<file path="src/rtl/inst_queue.sv">
// Fetch-to-decode instruction queue: DEPTH-entry circular buffer, 1-cycle push-to-head latency.
// Backpressure: if_ready drops only at count==DEPTH; id_ready=0 holds the head stable.
module inst_queue #(
   parameter int INST_W    = 32,
   parameter int ADDR_W    = 32,
   parameter int DEPTH     = 4,
   parameter int AFULL_LVL = DEPTH - 1
) (
   input  logic                       clk,
   input  logic                       rst,
   input  logic                       flush,
   input  logic                       if_valid,
   output logic                       if_ready,
   input  logic [INST_W-1:0]          if_inst_in,
   input  logic [ADDR_W-1:0]          if_addr_in,
   output logic                       id_valid,
   input  logic                       id_ready,
   output logic [INST_W-1:0]          id_inst_out,
   output logic [ADDR_W-1:0]          id_addr_out,
   output logic [$clog2(DEPTH):0]     count,
   output logic                       almost_full
);

   localparam int PW = $clog2(DEPTH);
   localparam int CW = PW + 1;
   localparam logic [CW-1:0] FULL_CNT  = CW'(DEPTH);
   localparam logic [CW-1:0] AFULL_CNT = CW'(AFULL_LVL);

   typedef struct packed {
      logic [INST_W-1:0] inst;
      logic [ADDR_W-1:0] addr;
   } entry_t;

   entry_t        mem [DEPTH];
   logic [PW-1:0] wp;
   logic [PW-1:0] rp;
   logic [CW-1:0] cnt;
   logic          push;
   logic          pop;
   logic          not_full;
   logic          not_empty;
   entry_t        head;

   assign not_full  = (cnt != FULL_CNT);
   assign not_empty = (cnt != '0);

   // Ready/valid come from registered count only, so no id_ready->if_ready path exists.
   assign if_ready = !rst && not_full;
   assign id_valid = not_empty;

   assign push = if_valid && if_ready && !flush;
   assign pop  = id_valid && id_ready && !flush;

   always_ff @(posedge clk) begin
      if (rst) begin
         wp  <= '0;
         rp  <= '0;
         cnt <= '0;
      end else if (flush) begin
         wp  <= '0;
         rp  <= '0;
         cnt <= '0;
      end else begin
         if (push) wp <= wp + PW'(1);
         if (pop)  rp <= rp + PW'(1);
         case ({push, pop})
            2'b10:   cnt <= cnt + CW'(1);
            2'b01:   cnt <= cnt - CW'(1);
            default: cnt <= cnt;
         endcase
      end
   end

   // Storage needs no reset: pointers and count alone define what is valid.
   always_ff @(posedge clk) begin
      if (push) mem[wp] <= {if_inst_in, if_addr_in};
   end

   always_comb begin
      head = '0;
      if (not_empty) head = mem[rp];
   end

   assign id_inst_out = head.inst;
   assign id_addr_out = head.addr;
   assign count       = cnt;
   assign almost_full = (cnt >= AFULL_CNT);

endmodule

</file>
<file path="config.mk">
export PLATFORM = sky130hd
export DESIGN_NAME = inst_queue
export DESIGN_NICKNAME = d
export VERILOG_FILES = /design/src/rtl/inst_queue.sv
export SDC_FILE = /design/constraint.sdc
export NUM_CORES = 1
export LEC_CHECK = 0
export ABC_AREA = 1
export CAP_MARGIN = 20
export CORE_MARGIN = 1.5
export CORE_UTILIZATION = 48
export DETAILED_ROUTE_END_ITERATION = 16
export GPL_TIMING_DRIVEN = 0
export PLACE_DENSITY = 0.71
export SLEW_MARGIN = 30
export SYNTH_ARGS = -nofsm -noshare
export SYNTH_HDL_FRONTEND = slang
export SYNTH_SLANG_ARGS = --single-unit
export TNS_END_PERCENT = 10
</file>
<file path="constraint.sdc">
create_clock -name clk -period 6.3 [get_ports clk]
set_clock_uncertainty 0.1 [all_clocks]
set_input_delay 0.945 -clock clk [delete_from_list [all_inputs] [get_ports clk]]
set_output_delay 0.945 -clock clk [all_outputs]
set_load 0.01 [all_outputs]
</file>
==> reports/qor.yml <==
rows: 53
antenna_found_initial: 1
fmax_mhz: 276.2
max_cap_violations: 0
h-tree-depth: 1
die_x_um: 150.6
multi_input_area_sq_um: 2215
syn_inst: 829
syn_to_final_growth_pct: 28.33
endpoint_kind: "output pin"
postCtsSetupBuffers: 0
grt_pass1_vias: 6800
rsz0062_at_grt: "false"
yosysUniqueCellTypes: 17
drt-total-wl_um: 23430
maxSlewHeadroom_pct: 63.63
area.sequential_sq_um: 7868
wl_per_cell_um: 17.96
die_h_um: 150.6
ant_nets: 0
post-place-cells: 1257
cellLeakagePower_nw: 4.572
ys_seq_area_share_pct: 75.22
cts_tree: "built"
critPathRequiredTime_ps: 5250
clk_pin_slew_worst_paths_ps: 70
min_period_ps: 3620
finalHoldViolCount: 0
clk_path_buf_depth: 3
floorplan.initialDensity_pct: 49.29
path_class: "reg -> out"
hold_class: "reg -> reg"
final_net_count: 1085
grt_max_degree: 22
fillers: 1608
grt.overflow.total: 0
hold_buffers: 0
drc: 0
place_hpwl_um: 14730
dieArea_sq_um: 22690
synth_seq_cells: 265
worstMarginPinSlew_ps: 545.6
ys_warn_count: 0
grt_usage_pct: 21.07
postLayoutCoreUtil_pct: 63.25
setup_viol: 0
cts_buffers: 26
clock-sinks: 265
cts-root-buf: "clkbuf_16"
gp_congestion: 0.7531
cp_max_fo: 10
grt_pass1_wl_um: 35860
slew_viol_final: 0
syn_area_sq_um: 10460
final_cell_mix: "265 x nor2_1, 256 x edfxtp_1, 138 x clkdlybuf4s50_1, 121 x o21ai_0, 70 x a21oi_1"
cp_data_arrival_time_ps: 2580
cts_resized: 0
route.vias.total: 6763
post_drt_via_cell_ratio: 5.182
synthesis.nets: 904
antenna_cells: 0
p_per_area_nw_per_um2: 269.5
dr.pass1.iters: 5
drive_above_1_share_pct: 8.544
ir_drop_mv: 0.1950
insertion_delay_ps: 520
start_kind: "flip-flop"
status: "completed"
final_common_cell: "nor2_1"
io_pins: 139
drt-initial-drc-count: 479
coreArea_sq_um: 21220
fin_cells: 1305
power_w: 0.003618
period_share_pct: 57.46
port_buffers: 138
hold_slack_ps: 401.3
syn_avg_cell_area_sq_um: 12.62
==> critical path, cell delays in order (launching register included) <==
cell             delay [ps]
dfxtp_1                 330
inv_2                    60
buf_4                   170
clkbuf_1                420
o21ai_0                 190
a21oi_1                 270
clkdlybuf4s50_1         610
==> layout make-up <==
type | instances | area share, %
Buffer | 47 | 2.479
Clock inverter | 12 | 0.9135
Sequential cell | 265 | 58.61
Timing Repair Buffer | 153 | 13.09
Inverter | 20 | 0.5593
Clock buffer | 36 | 5.285
Tap cell | 275 | 2.563
Multi-Input combinational cell | 497 | 16.50
==> registers in the layout (all words and copies together), names as in the netlist, named ones only <==
name	cells
count	3
mem	256
wp	2
rp	2
==> worst paths after layout <==
check,start,end,slack [ps],cells after the start
worst max register to register,count[0],mem[3][22],3780,7
worst min-delay path,count[0],count[0],400,1
worst max-delay path,flip-flop,id_inst_out[20],2680,6
worst min register to register,count[0],count[0],400,1
==> metrics by stage <==
step / TNS, ps / instance area, sq um / setup WS (ps)
after floorplan: 0 / 10460 / 1603
after global placement: -283070 / 12190 / -1181
after detailed placement: 0 / 12590 / 2505
after CTS: 0 / 13420 / 2611
after global routing: 0 / 13420 / 2514
final: 0 / 13420 / 2680
==> logic make-up (layout without fill, tap and decap cells) <==
| logic type | after synthesis | count (layout) | synth area share (%) |
|---|---|---|---|
| simple gates | 290 | 290 | 10.48 |
| flops | 265 | 265 | 75.22 |
| compound gates | 201 | 201 | 9.617 |
| buf+inv | 67 | 268 | 3.900 |
| fa+ha+maj | 6 | 6 | 0.7895 |
==> report_power, final <==
group / internal, W / switching, W / leakage (nW)
Combinational: 0.0000845 / 0.0000837 / 1.79
Sequential: 0.00195 / 0.00000462 / 2.39
Clock: 0.000872 / 0.000623 / 0.399
Total: 0.00291 / 0.000711 / 4.57
==> cell usage after synthesis <==
master	number	share of area, %
nand3_1	6	0.29
o21ai_0	121	5.8
clkbuf_1	11	0.39
buf_2	8	0.38
nor2_1	269	9.7
buf_1	6	0.22
fa_1	1	0.19
dfxtp_1	9	1.7
inv_2	3	0.11
ha_1	5	0.60
inv_1	17	0.61
nand2_1	15	0.54
a21oi_1	70	3.3
o21ai_1	10	0.48
edfxtp_1	256	73
buf_6	17	1.8
buf_4	5	0.36
==> layer usage <==
layer	GRT usage [%]	routed length, um
met2	36.47	11620
met5	0	12
met3	3.485	1463
met1	27.49	9785
met4	6.068	556
No activity file was read; power rests on OpenSTA's default activity.
